==> config.mk <==
export PLATFORM = sky130hd
export DESIGN_NAME = attack_status_unit_flat
export DESIGN_NICKNAME = d
export VERILOG_FILES = /design/src/rtl/attack_status_unit_pkg.sv /design/src/rtl/attack_status_unit_if.sv /design/src/rtl/attack_status_unit_cells.sv /design/src/rtl/attack_status_unit.sv /design/src/flat_wrapper.sv
export SDC_FILE = /design/constraint.sdc
export NUM_CORES = 1
export LEC_CHECK = 0
export BUFFER_PORTS_ARGS = -buffer_cell sky130_fd_sc_hd__clkbuf_2
export CORE_MARGIN = 2
export CORE_UTILIZATION = 27
export CTS_BUF_LIST = sky130_fd_sc_hd__clkbuf_2
export DETAILED_ROUTE_END_ITERATION = 6
export PLACE_DENSITY = 0.78
export SYNTH_ARGS = -nofsm -noshare
export SYNTH_HDL_FRONTEND = slang
export SYNTH_SLANG_ARGS = --single-unit
==> constraint.sdc <==
create_clock -name confirmar -period 1.2 [get_ports confirmar]
set_input_delay 0.24 -clock confirmar [delete_from_list [all_inputs] [get_ports confirmar]]
set_output_delay 0.24 -clock confirmar [all_outputs]
set_load 0.02 [all_outputs]
==> src/rtl/attack_status_unit_pkg.sv <==
// Shared constants for the attack status / hit-detection core.
package attack_status_unit_pkg;

    localparam int LARGURA   = 7;
    localparam int N_COLUNAS = 5;

    localparam logic LED_B_OFF = 1'b0;

endpackage

==> src/rtl/attack_status_unit_if.sv <==
// Matrix comparison and status bundle between the map muxes, this core and the life counter.
interface attack_status_unit_if;
    import attack_status_unit_pkg::*;

    logic [LARGURA-1:0]   matriz0;
    logic [LARGURA-1:0]   matriz1;
    logic [LARGURA-1:0]   matriz2;
    logic [LARGURA-1:0]   matriz3;
    logic [LARGURA-1:0]   matriz4;
    logic [LARGURA-1:0]   proximo0;
    logic [LARGURA-1:0]   proximo1;
    logic [LARGURA-1:0]   proximo2;
    logic [LARGURA-1:0]   proximo3;
    logic [LARGURA-1:0]   proximo4;
    logic [N_COLUNAS-1:0] igual;
    logic                 errou_ataque;
    logic                 controle_vida;
    logic                 pulso_vida;
    logic                 LED_R;
    logic                 LED_G;
    logic                 LED_B;

    modport master (
        output matriz0, matriz1, matriz2, matriz3, matriz4,
        output proximo0, proximo1, proximo2, proximo3, proximo4,
        input  igual, errou_ataque, controle_vida, pulso_vida, LED_R, LED_G, LED_B
    );

    modport slave (
        input  matriz0, matriz1, matriz2, matriz3, matriz4,
        input  proximo0, proximo1, proximo2, proximo3, proximo4,
        output igual, errou_ataque, controle_vida, pulso_vida, LED_R, LED_G, LED_B
    );

endinterface

==> src/rtl/attack_status_unit_cells.sv <==
// Leaf cells of the status core: column equality comparator, D flop and JK flop,
// both flops with asynchronous active-low reset.
module comparador_igualdade_7b
    import attack_status_unit_pkg::*;
(
    input  logic [LARGURA-1:0] i_a,
    input  logic [LARGURA-1:0] i_b,
    output logic               o_igual
);

    assign o_igual = (i_a == i_b);

endmodule

module ff_d_rst (
    input  logic i_clk,
    input  logic i_rst_n,
    input  logic i_d,
    output logic o_q
);

    logic r_q;

    // Capture D on the rising clock edge; reset clears immediately.
    always_ff @(posedge i_clk or negedge i_rst_n) begin
        if (!i_rst_n) begin
            r_q <= 1'b0;
        end else begin
            r_q <= i_d;
        end
    end

    assign o_q = r_q;

endmodule

module ff_jk_rst (
    input  logic i_clk,
    input  logic i_rst_n,
    input  logic i_j,
    input  logic i_k,
    output logic o_q
);

    logic r_q;

    // Classic JK update: set, clear, toggle or hold.
    always_ff @(posedge i_clk or negedge i_rst_n) begin
        if (!i_rst_n) begin
            r_q <= 1'b0;
        end else begin
            case ({i_j, i_k})
                2'b10:   r_q <= 1'b1;
                2'b01:   r_q <= 1'b0;
                2'b11:   r_q <= ~r_q;
                default: r_q <= r_q;
            endcase
        end
    end

    assign o_q = r_q;

endmodule

==> src/rtl/attack_status_unit.sv <==
// Hit/miss detection for a confirmed attack: a confirm that changes no matrix bit is a miss.
// Drives the life-counter strobe and the red/green status LEDs.
module attack_status_unit
    import attack_status_unit_pkg::*;
(
    input  logic                 confirmar,
    input  logic                 enable,
    attack_status_unit_if.slave  bus
);

    logic [LARGURA-1:0]   w_matriz  [N_COLUNAS];
    logic [LARGURA-1:0]   w_proximo [N_COLUNAS];
    logic [N_COLUNAS-1:0] w_igual;
    logic                 w_errou;
    logic                 w_controle_vida;
    logic                 w_j_r;
    logic                 w_j_g;
    logic                 w_led_r;
    logic                 w_led_g;

    assign w_matriz[0]  = bus.matriz0;
    assign w_matriz[1]  = bus.matriz1;
    assign w_matriz[2]  = bus.matriz2;
    assign w_matriz[3]  = bus.matriz3;
    assign w_matriz[4]  = bus.matriz4;
    assign w_proximo[0] = bus.proximo0;
    assign w_proximo[1] = bus.proximo1;
    assign w_proximo[2] = bus.proximo2;
    assign w_proximo[3] = bus.proximo3;
    assign w_proximo[4] = bus.proximo4;

    for (genvar gi = 0; gi < N_COLUNAS; gi++) begin : g_cmp
        comparador_igualdade_7b u_cmp (
            .i_a     (w_matriz[gi]),
            .i_b     (w_proximo[gi]),
            .o_igual (w_igual[gi])
        );
    end

    // Nothing changed anywhere: empty cell or a cell already hit.
    assign w_errou = &w_igual;

    ff_d_rst u_ff_vida (
        .i_clk   (confirmar),
        .i_rst_n (enable),
        .i_d     (w_errou),
        .o_q     (w_controle_vida)
    );

    // K is the complement of J, so each LED simply loads its J term on every confirm.
    assign w_j_r = w_errou & enable;
    assign w_j_g = ~w_errou & enable;

    ff_jk_rst u_ff_led_r (
        .i_clk   (confirmar),
        .i_rst_n (enable),
        .i_j     (w_j_r),
        .i_k     (~w_j_r),
        .o_q     (w_led_r)
    );

    ff_jk_rst u_ff_led_g (
        .i_clk   (confirmar),
        .i_rst_n (enable),
        .i_j     (w_j_g),
        .i_k     (~w_j_g),
        .o_q     (w_led_g)
    );

    assign bus.igual         = w_igual;
    assign bus.errou_ataque  = w_errou;
    assign bus.controle_vida = w_controle_vida;
    assign bus.pulso_vida    = w_controle_vida & confirmar;
    assign bus.LED_R         = w_led_r;
    assign bus.LED_G         = w_led_g;
    assign bus.LED_B         = LED_B_OFF;

endmodule

==> src/flat_wrapper.sv <==
// flat-port wrapper written by rule: the top's interface ports become plain ports
module attack_status_unit_flat import attack_status_unit_pkg::*;
  (confirmar, enable, bus_matriz0, bus_matriz1, bus_matriz2, bus_matriz3, bus_matriz4, bus_proximo0, bus_proximo1, bus_proximo2, bus_proximo3, bus_proximo4, bus_igual, bus_errou_ataque, bus_controle_vida, bus_pulso_vida, bus_LED_R, bus_LED_G, bus_LED_B);
  attack_status_unit_if bus_i ();
  input  logic confirmar;
  input  logic enable;
  input wire logic [$bits(bus_i.matriz0)-1:0] bus_matriz0;
  input wire logic [$bits(bus_i.matriz1)-1:0] bus_matriz1;
  input wire logic [$bits(bus_i.matriz2)-1:0] bus_matriz2;
  input wire logic [$bits(bus_i.matriz3)-1:0] bus_matriz3;
  input wire logic [$bits(bus_i.matriz4)-1:0] bus_matriz4;
  input wire logic [$bits(bus_i.proximo0)-1:0] bus_proximo0;
  input wire logic [$bits(bus_i.proximo1)-1:0] bus_proximo1;
  input wire logic [$bits(bus_i.proximo2)-1:0] bus_proximo2;
  input wire logic [$bits(bus_i.proximo3)-1:0] bus_proximo3;
  input wire logic [$bits(bus_i.proximo4)-1:0] bus_proximo4;
  output wire logic [$bits(bus_i.igual)-1:0] bus_igual;
  output wire logic [$bits(bus_i.errou_ataque)-1:0] bus_errou_ataque;
  output wire logic [$bits(bus_i.controle_vida)-1:0] bus_controle_vida;
  output wire logic [$bits(bus_i.pulso_vida)-1:0] bus_pulso_vida;
  output wire logic [$bits(bus_i.LED_R)-1:0] bus_LED_R;
  output wire logic [$bits(bus_i.LED_G)-1:0] bus_LED_G;
  output wire logic [$bits(bus_i.LED_B)-1:0] bus_LED_B;
  assign bus_i.matriz0 = bus_matriz0;
  assign bus_i.matriz1 = bus_matriz1;
  assign bus_i.matriz2 = bus_matriz2;
  assign bus_i.matriz3 = bus_matriz3;
  assign bus_i.matriz4 = bus_matriz4;
  assign bus_i.proximo0 = bus_proximo0;
  assign bus_i.proximo1 = bus_proximo1;
  assign bus_i.proximo2 = bus_proximo2;
  assign bus_i.proximo3 = bus_proximo3;
  assign bus_i.proximo4 = bus_proximo4;
  assign bus_igual = bus_i.igual;
  assign bus_errou_ataque = bus_i.errou_ataque;
  assign bus_controle_vida = bus_i.controle_vida;
  assign bus_pulso_vida = bus_i.pulso_vida;
  assign bus_LED_R = bus_i.LED_R;
  assign bus_LED_G = bus_i.LED_G;
  assign bus_LED_B = bus_i.LED_B;
  attack_status_unit u_core (.confirmar(confirmar), .enable(enable), .bus(bus_i));
endmodule
Word level (Yosys, flattened, before mapping)

Index checks and enable logic that the tools add are counted.

Register bits: 3
Input bits: 72
Output and inout port bits: 11
Word-level logic and storage cells: 27

Equality and inequality tests: 11
Mux-type cells: 2
Bitwise logic cells: 8
Reductions and logical operators: 3

Operators with widths:

| cell                 | number |
|---|---|
| $eq A7 B7 Y1         | 5 |
| $eq A2 B2 Y1 const B | 4 |
| $pmux W1 S3          | 2 |
| $reduce_bool A3 Y1   | 2 |
| $not A1 Y1           | 5 |
| $reduce_and A5 Y1    | 1 |
| $eq A2 B1 Y1 const B | 2 |
| $and A1 B1 Y1        | 3 |

Logic depth before layout (Yosys ltp)

Word-level depth: 7
Mapped depth: 5
Depth with buffers taken out: 5

Modules after synthesis

Synthesis repeated with hierarchy kept, for this count alone.

Cell total of the unflattened synthesis: 61
Area, all modules: 558.0 µm²

Modules (own cells, without submodules):

| module                  | times used | cells an instance | area each (µm²) | seq. area each (µm²) |
|---|---|---|---|---|
| comparador_igualdade_7b | 5          | 9                 | 80.1            | 0.0 |
| ff_jk_rst               | 2          | 3                 | 33.8            | 25.0 |
| attack_status_unit      | 1          | 9                 | 65.1            | 0.0 |
| ff_d_rst                | 1          | 1                 | 25.0            | 25.0 |

==> results by group <==
Outcome
  – Outcome: finished with violations
  – Failing checks: setup timing

Global route
  – M3 GR Usage: 0.0697
  – Top Usage Layer GRT: met2
  – Initial antenna violation count: 0
  – Gr usage total: 0.152
  – Grt met2 use: 0.282
  – First-pass GRT wire length: 2.75 mm
  – Largest net degree at the start of global routing: 6
  – Vias in the first global route: 791
  – Met1 Usage GRT: 0.104
  – Total grt overflow: 0

Final layout
  – Most frequent cells in the layout: clkbuf_2 (73), xor2_1 (15), xnor2_1 (12), buf_6 (10), xnor2_2 (7)
  – Proportion of layout cells with a drive suffix above 1: 0.722
  – Layout Nets: 224
  – Synthesis-to-layout area growth: 119%
  – Fin cells: 178
  – # fillers: 198
  – Finished Cell Area: 1230 um^2
  – ANT cells: 0
  – Most common cell after layout, fill and taps aside: clkbuf_2
  – Final core occ: 0.625

Synthesis
  – Seq/Total Area, Yosys: 0.134
  – Avg Cell Area, Syn: 8.88 um^2
  – Seq cells post-synth: 3
  – Xor/xnor cell area share of the yosys netlist: 0.548
  – Adder-Cell Fraction of Synth Area: 0
  – Synth Area in Simple Gates: 0.201
  – Multiplexer share of the synthesized area: 0
  – Compound-Gate Fraction of Synth Area: 0.0157
  – Mapped Cells: 63
  – Mapped cell area: 559 um^2
  – Post-synthesis net count: 135
  – Yosys warns: 0
  – Netlist cell types: 13
  – Largest family of logic cells by synthesized area: XOR/XNOR gates

Worst setup path
  – Worst path slowest cell: nor4_2
  – Startpoint Class: input port
  – Data required, critical path: 0.96 ns
  – Crit path max-delay family: simple AND/OR/NAND/NOR gates
  – CP Capture Type: output pin
  – Crit Path Category: in -> out
  – CP max FO: 2
  – Critical path's largest stage delay: 0.32 ns
  – Buf/Inv on CP: 2
  – Arrival time worst endpoint: 1.39 ns
  – Cell Chain, Critical Path: buf_6 -> xnor2_2 -> nand4_1 -> nor4_2 -> nand2_1 -> nor3_4 -> buf_6
  – CP dominant cell by count: buf_6

Floorplanning
  – Row count: 16
  – Die W: 49.5 um
  – IO Pins: 83
  – Initial Utilization: 0.285
  – Core area: 1960 um^2
  – Die Ht: 49.5 um
  – DIE AREA: 2450 um^2

Detailed routing
  – TritonRoute pass-1 iters: 4
  – Antenna Nets Post-Route: 0
  – Vias: 784
  – Starting DRT DRC Count: 5
  – Vias per cell: 4.40
  – Final wirelength: 1.75 mm
  – Drt drc: 0
  – Detailed-route wire length per cell: 9.83 um

Clock tree
  – CTS tree: done
  – Reg clk slew, reported paths: 0.04 ns

Power
  – Switching portion of total power: 0.291
  – PD cells: 532 nW/um^2
  – LEAKAGE: 0.669 nW
  – Tot Pwr: 652 uW
  – Net switching power: 190 uW
  – Comb power frac: 0.479
  – Maximum vdd ir drop: 0.000372 V
  – Flop pwr share: 0.159
  – Clock network power share: 0.361
  – Internal cell power: 462 uW

Place
  – Post-detail-place hpwl: 1.44 mm
  – Placed Area: 980 um^2
  – Pre-CTS WS: -0.441 ns
  – Placed insts: 167
  – # port buffers: 81
  – Placer congestion estimate: 0.615

Timing
  – Max Transition Viols Final: 0
  – Final Cycle Share: 1.36
  – Setup-failing EPs final: 8
  – Max frequency: 612 MHz
  – Fin. Hold Viols: 0
  – Setup tns final: -1.44 ns
  – RSZ-0062 raised after global routing: yes
  – Worst hold slack: 0.307 ns
  – Worst setup margin: -0.435 ns
  – Fin crit period: 1.63 ns

Flow run
  – Max Cap Viol: 0

Hold path
  – HP Class: in -> async
-- path summary, 6_finish.rpt --
| kind | startpoint | endpoint | slack (ns) | cells after the start |
|---|---|---|---|---|
| min | enable | u_core.u_ff_led_g.o_q$_DFF_PN0_ | 0.31 | 2 |
| min in group confirmar | bus_matriz4[1] | u_core.u_ff_vida.o_q$_DFF_PN0_ | 0.50 | 5 |
| max | bus_proximo2[0] | bus_errou_ataque | -0.43 | 7 |
| max in group asynchronous | enable | u_core.u_ff_led_r.o_q$_DFF_PN0_ | 0.77 | 2 |
-- cell usage after synthesis, drive strengths merged --
cell	n	area (um^2)
xnor2	19	166
xor2	16	140
buf	6	45.0
nor4	6	62.6
nand4	5	31.3
dfrtp	3	75.1
inv	2	7.51
nand2	2	7.51
and2	1	6.26
conb	1	3.75
nor3	1	5.00
o31a	1	8.76
-- logic make-up (layout without fill, tap and decap cells) --
family	count (synthesis)	after routing
buffers and inverters	8	96
DFF	3	3
AOI/OAI and AO/OA	1	1
other	1	1
xor gates and xnor gates	35	35
and+or+nand+nor	15	15
-- routing by layer --
metal  vias to the layer above  part of all wire
met1                       364              0.28
met5                         -                 0
met3                         5             0.070
li1                        379                 -
met2                        36              0.63
met4                         0             0.013
-- what timing repair did --
action / 4_1_cts / 5_1_grt
hold endpoints to repair: 3 / 0
hold buffers: 1 / 0
pin swaps: 6 / 13
endpoints found under the setup margin: 10 / 10
resized for setup: 10 / 28
setup buffers: 2 / 4
-- registers in the layout, indices dropped and copies added, names as in the netlist --
register               cells
u_core.u_ff_led_r.o_q      1
u_core.u_ff_vida.o_q       1
u_core.u_ff_led_g.o_q      1
-- power by group through the flow --
stage | clock network (mW) | logic [mW] | registers (mW)
floorplan | 0.000484 | 0.118 | 0.107
global placement | 0.000484 | 0.253 | 0.105
detailed placement | 0.000484 | 0.262 | 0.105
CTS | 0.209 | 0.269 | 0.104
global route | 0.280 | 0.341 | 0.104
finish | 0.236 | 0.313 | 0.104
-- final cells by class --
type	count	area [um^2]	area share
multi-input combinational	52	536	0.437
inverter	2	7.51	0.00612
clock buffer	7	51.3	0.0418
timing repair buffer	87	523	0.427
tap	27	33.8	0.0276
sequential	3	75.1	0.0612
(Power assumes the default switching activity.)
